### src/rtl/impl_arbiter.sv
// impl_arbiter: round-robin scheduler sharing one bit-serial implication unit
// (y = ~a | b) among four requesters. The granted requester's operands are
// latched at the grant and evaluated LSB first, one bit per cycle. The block
// then reports the word result, a tautology flag and a one-cycle ack.
module impl_arbiter #(
    parameter int W = 8
) (
    input  logic           clk,
    input  logic           reset,
    input  logic [3:0]     req,
    input  logic [4*W-1:0] a_in,
    input  logic [4*W-1:0] b_in,
    output logic           busy,
    output logic [1:0]     grant_id,
    output logic           done,
    output logic [3:0]     ack,
    output logic [W-1:0]   result,
    output logic           all_true
);

    localparam int IW = $clog2(W);
    localparam logic [IW-1:0] LAST = IW'(W - 1);

    typedef enum logic [1:0] {
        IDLE = 2'd0,
        EVAL = 2'd1,
        DONE = 2'd2
    } state_t;

    state_t          state_q, state_d;
    logic [1:0]      ptr_q, ptr_d;
    logic [1:0]      gid_q, gid_d;
    logic [W-1:0]    opa_q, opa_d;
    logic [W-1:0]    opb_q, opb_d;
    logic [IW-1:0]   idx_q, idx_d;
    logic [W-1:0]    acc_q, acc_d;
    logic [W-1:0]    res_q, res_d;
    logic            allt_q, allt_d;

    logic [1:0]      sel;
    logic [1:0]      cand;
    logic [W-1:0]    acc_bit;

    // Pick the first requester at or after the pointer (modulo 4); walking the
    // offsets downward lets the closest hit overwrite the farther ones.
    always_comb begin
        sel  = ptr_q;
        cand = ptr_q;
        for (int k = 3; k >= 0; k--) begin
            cand = ptr_q + 2'(k);
            if (req[cand]) begin
                sel = cand;
            end
        end
    end

    // Accumulator with the current bit of the serial implication merged in.
    always_comb begin
        acc_bit        = acc_q;
        acc_bit[idx_q] = ~opa_q[idx_q] | opb_q[idx_q];
    end

    // Next-state and datapath control for the IDLE / EVAL / DONE sequence.
    always_comb begin
        state_d = state_q;
        ptr_d   = ptr_q;
        gid_d   = gid_q;
        opa_d   = opa_q;
        opb_d   = opb_q;
        idx_d   = idx_q;
        acc_d   = acc_q;
        res_d   = res_q;
        allt_d  = allt_q;
        case (state_q)
            IDLE: begin
                if (req != 4'b0000) begin
                    gid_d   = sel;
                    opa_d   = a_in[int'(sel) * W +: W];
                    opb_d   = b_in[int'(sel) * W +: W];
                    idx_d   = '0;
                    acc_d   = '0;
                    state_d = EVAL;
                end
            end
            EVAL: begin
                acc_d = acc_bit;
                idx_d = idx_q + 1'b1;
                if (idx_q == LAST) begin
                    // Publish the finished word as DONE is entered.
                    idx_d   = '0;
                    res_d   = acc_bit;
                    allt_d  = &acc_bit;
                    state_d = DONE;
                end
            end
            DONE: begin
                // The served requester drops to lowest priority next round.
                ptr_d   = gid_q + 2'd1;
                state_d = IDLE;
            end
            default: begin
                state_d = IDLE;
            end
        endcase
    end

    // Control and result registers; reset aborts any operation in flight.
    always_ff @(posedge clk) begin
        if (reset) begin
            state_q <= IDLE;
            ptr_q   <= '0;
            gid_q   <= '0;
            idx_q   <= '0;
            acc_q   <= '0;
            res_q   <= '0;
            allt_q  <= 1'b0;
        end else begin
            state_q <= state_d;
            ptr_q   <= ptr_d;
            gid_q   <= gid_d;
            idx_q   <= idx_d;
            acc_q   <= acc_d;
            res_q   <= res_d;
            allt_q  <= allt_d;
        end
    end

    // Operand latches; only meaningful after a grant, so no reset needed.
    always_ff @(posedge clk) begin
        opa_q <= opa_d;
        opb_q <= opb_d;
    end

    assign busy     = (state_q != IDLE);
    assign done     = (state_q == DONE);
    assign ack      = done ? (4'b0001 << gid_q) : 4'b0000;
    assign grant_id = gid_q;
    assign result   = res_q;
    assign all_true = allt_q;

endmodule

### config.mk
export PLATFORM = sky130hd
export DESIGN_NAME = impl_arbiter
export DESIGN_NICKNAME = d
export VERILOG_FILES = /design/src/rtl/impl_arbiter.sv
export SDC_FILE = /design/constraint.sdc
export NUM_CORES = 1
export LEC_CHECK = 0
export BUFFER_PORTS_ARGS = -buffer_cell sky130_fd_sc_hd__buf_2
export CAP_MARGIN = 20
export CELL_PAD_IN_SITES_DETAIL_PLACEMENT = 1
export CELL_PAD_IN_SITES_GLOBAL_PLACEMENT = 1
export CORE_ASPECT_RATIO = 1.75
export CORE_MARGIN = 2
export CORE_UTILIZATION = 42
export DETAILED_ROUTE_END_ITERATION = 16
export GPL_TIMING_DRIVEN = 0
export PLACE_DENSITY_LB_ADDON = 0.1
export SLEW_MARGIN = 5
export SYNTH_ARGS = -nofsm -noshare
export SYNTH_HDL_FRONTEND = slang
export SYNTH_SLANG_ARGS = --single-unit
### constraint.sdc
create_clock -name clk -period 5.4 [get_ports clk]
set_input_delay 0 -clock clk [delete_from_list [all_inputs] [get_ports clk]]
set_output_delay 0 -clock clk [all_outputs]
set_load 0.005 [all_outputs]
==> impl_results.md <==
- Skew final: roughly 0.007 ns
- Largest net degree at the start of global routing: 19
- Reg area: 0.00100 sq mm
- Slew Viols, Final: 0
- Hold Crit Class: in2reg
- Antenna violations before repair: 0
- Relative slew slack: 0.497
- Post-CTS Resized: 0
- Io pins: between 80 and 90
- Final Non-Filler Cells: roughly 400
- Max IR drop VDD: between 0.1 and 0.15 mV
- Post-route ant nets: 0
- Final WS setup: 3.14 ns
- Routed Wire Length: approximately 6.8 mm
- Wire per inst: ~17 um
- DRC: 0
- Initial Util: 0.430
- Placed cells: approximately 400
- CTS tree: yes
- Ant diodes: 0
- Met3 usage: 0.0341
- Synth cell types: 60
- Rows: 38
- Clock slew at reported path FFs: around 0.080 ns
- Final Hold Fails: 0
- Worst Path Required: roughly 5.6 ns
- Met1 usage in global routing: 0.189
- Most frequent cells in the layout: buf_2 (85), dfxtp_1 (26), o21ai_0 (18)
- Die X: between 60 and 70 um
- Die Y: around 110 um
- Layout cells sized above 1: 0.424
- Fillers: 720
- Synth Warn #: 0
- Slew at the pin closest to its max-slew limit: 0.747 ns
- Pwr/cell area: between 200 and 250 mW/mm^2
- Post-synth EDFFs: 16
- Routability congestion estimate: 0.841
- Synthesized instance count: 234
- P_int: 0.000510 W
- Main synth FF type: dfxtp_1
- Tcrit/Tclk final: 0.419
- Switching pwr: approximately 0.00018 W
- Sequential fraction of design power: 0.522
- Crit. End Element: flip-flop
- Vias: about 2200
- Worst EP arrival: 2.42 ns
- Multi-input gate area: around 0.0015 sq mm
- Vias in the first global route: approximately 2300
- Clock share of power: 0.284
- Sequential share of the synthesized area: 0.380
- Vias/cell: between 5 and 6
- Static leakage: 1.38 nW
- Global-route wire length before repair: 10.8 mm
- Buf/Inv on CP: 1
- Synth Cell Area: ~0.0026 sq mm
- GRT busiest layer: met2
- CP Class: reg2reg
- Clk_lat worst skew: about 0.3 ns
- Run status: completed
- Post-layout min period: roughly 2.3 ns
- Max Clk Rate: roughly 0.44 GHz
- Sw Share: 0.260
- DP Wirelength: 5.53 mm
- Async SR Flop Fraction: 0
- Logic pwr share: 0.194
- Mapped Nets: a little over 300
- IO buf count: 85
- Final setup viols: 0
- Layout area overhead: 23.4%
- Total GRT Usage: 0.204
- Std-Cell Core Area: slightly above 0.006 sq mm
- Register bit count reported by yosys: between 40 and 50
- Critical Path, Cell by Cell: buf_6 > mux2i_1 > a2bb2oi_2 > o211ai_2 > o21ai_0 > o32ai_1
- Crit path launch type: flip-flop
- Syn_area_per_cell: ~11 sq um
- Max-cap viol count: 0
- Met2 GRT Util: 0.414
- Initial DRT Pass Iterations: 4
- Slowest-stage cell, CP: o21ai_0
- Die ar.: roughly 0.0070 sq mm
- Grt total ovfl: 0
- Max stage delay on crit path: ~0.64 ns
- Final nets: between 400 and 500
- Cell family with most CP delay: compound AO/OA/AOI/OAI gates
- CTS H-Tree Depth: 2
- Most common cell after layout, fill and taps aside: buf_2
- Total negative setup slack: 0 ns
- Worst Path Max Fanout: 10
- DR iter-0 viols: 83
- RSZ-0062 raised after global routing: false
- Pre-CTS setup slack: 3.13 ns
- CTS max path bufs: 2
- TritonCTS buffer count: 5
- Sink Count: 42
- Root buffer cell: clkbuf_8
final timing paths:
| check | cells past startpoint | slack [ns] | endpoint | startpoint |
|---|---|---|---|---|
| worst min register to register | 2 | 0.44 | result[3]$_SDFFE_PP0P_ | result[3]$_SDFFE_PP0P_ |
| worst max-delay path | 6 | 3.14 | acc_q[0]$_SDFFE_PP0P_ | idx_q[2]$_SDFFE_PP0P_ |
| worst min-delay path | 2 | 0.07 | opb_q[5]$_DFFE_PP_ | b_in[21] |
| worst max register to register | 6 | 3.14 | acc_q[0]$_SDFFE_PP0P_ | idx_q[2]$_SDFFE_PP0P_ |
logic make-up after synthesis:
family	after synthesis	synth area share
DFF	42	0.380
buffers and inverters	22	0.0598
adders and majority gates	6	0.0285
muxes	25	0.179
AOI/OAI and AO/OA	62	0.180
and+or+nand+nor	77	0.173
stage by stage:
step / instance area [sq um] / total power (W) / hold slack (ns) / util
after floorplan: 2640 / 0.000451 / 0.234 / -
after global placement: 3160 / 0.000496 / 0.288 / 0.516
after detailed placement: 3160 / 0.000502 / 0.304 / 0.516
after CTS: 3250 / 0.000697 / 0.0658 / 0.531
after global routing: 3250 / 0.000719 / 0.0722 / 0.531
final: 3250 / 0.000689 / 0.0735 / 0.531
layout make-up:
class	instances	area share
inverters	9	0.0104
repair buffers	86	0.134
flip-flops and latches	42	0.308
clock inverters	2	0.00269
well taps	80	0.0308
plain buffers	13	0.0381
multi-input cells	170	0.454
clock buffers	6	0.0223
cells in the mapped netlist (2+ instances only):
| master | instances | area, sq um |
|---|---|---|
| mux4_2 | 12 | 270 |
| edfxtp_1 | 16 | 480 |
| o21ai_0 | 18 | 90.1 |
| nor2b_1 | 9 | 56.3 |
| inv_1 | 9 | 33.8 |
| nor3b_2 | 3 | 37.5 |
| o32ai_1 | 3 | 26.3 |
| nand3b_1 | 3 | 22.5 |
| ha_1 | 6 | 75.1 |
| a22o_1 | 2 | 17.5 |
| a21oi_2 | 3 | 26.3 |
| mux2i_1 | 6 | 60.1 |
| a32o_1 | 2 | 20.0 |
| and3b_2 | 3 | 30.0 |
| and2_1 | 5 | 31.3 |
| clkbuf_1 | 2 | 7.51 |
| nand2_1 | 15 | 56.3 |
| a211oi_1 | 2 | 15.0 |
| o31ai_1 | 2 | 15.0 |
| mux4_1 | 4 | 105 |
| nand2b_1 | 3 | 18.8 |
| nor4_1 | 2 | 12.5 |
| nor3_1 | 2 | 10.0 |
| or2_2 | 2 | 12.5 |
| a21o_1 | 4 | 30.0 |
| nand3_1 | 4 | 20.0 |
| buf_6 | 8 | 90.1 |
| a21oi_1 | 11 | 55.1 |
| dfxtp_1 | 26 | 521 |
| nor2_1 | 17 | 63.8 |
power by group through the flow:
stage	registers [W]	logic [W]	clock network [W]
after floorplan	0.000364	0.0000874	0
after global placement	0.000366	0.000130	0
after detailed placement	0.000367	0.000134	0
after CTS	0.000360	0.000135	0.000202
after global routing	0.000362	0.000146	0.000210
final	0.000359	0.000134	0.000196
metal layers:
layer | wire (um) | up-vias
li1 | - | 1072
met1 | 2330 | 1061
met2 | 4000 | 71
met3 | 252 | 11
met4 | 180 | 0
met5 | 0 | -
what timing repair did:
item                                   4_1_cts  5_1_grt
buffers inserted                             0        0
endpoints found under the hold margin        2        0
hold buffers                                 1        0
flip-flops by register name, summed over array words and instances, names as in the netlist:
register	flops
all_true	1
opb_q	8
idx_q	3
opa_q	8
result	8
ptr_q	2
acc_q	8
grant_id	2
state_q	2
(Power assumes the default switching activity.)
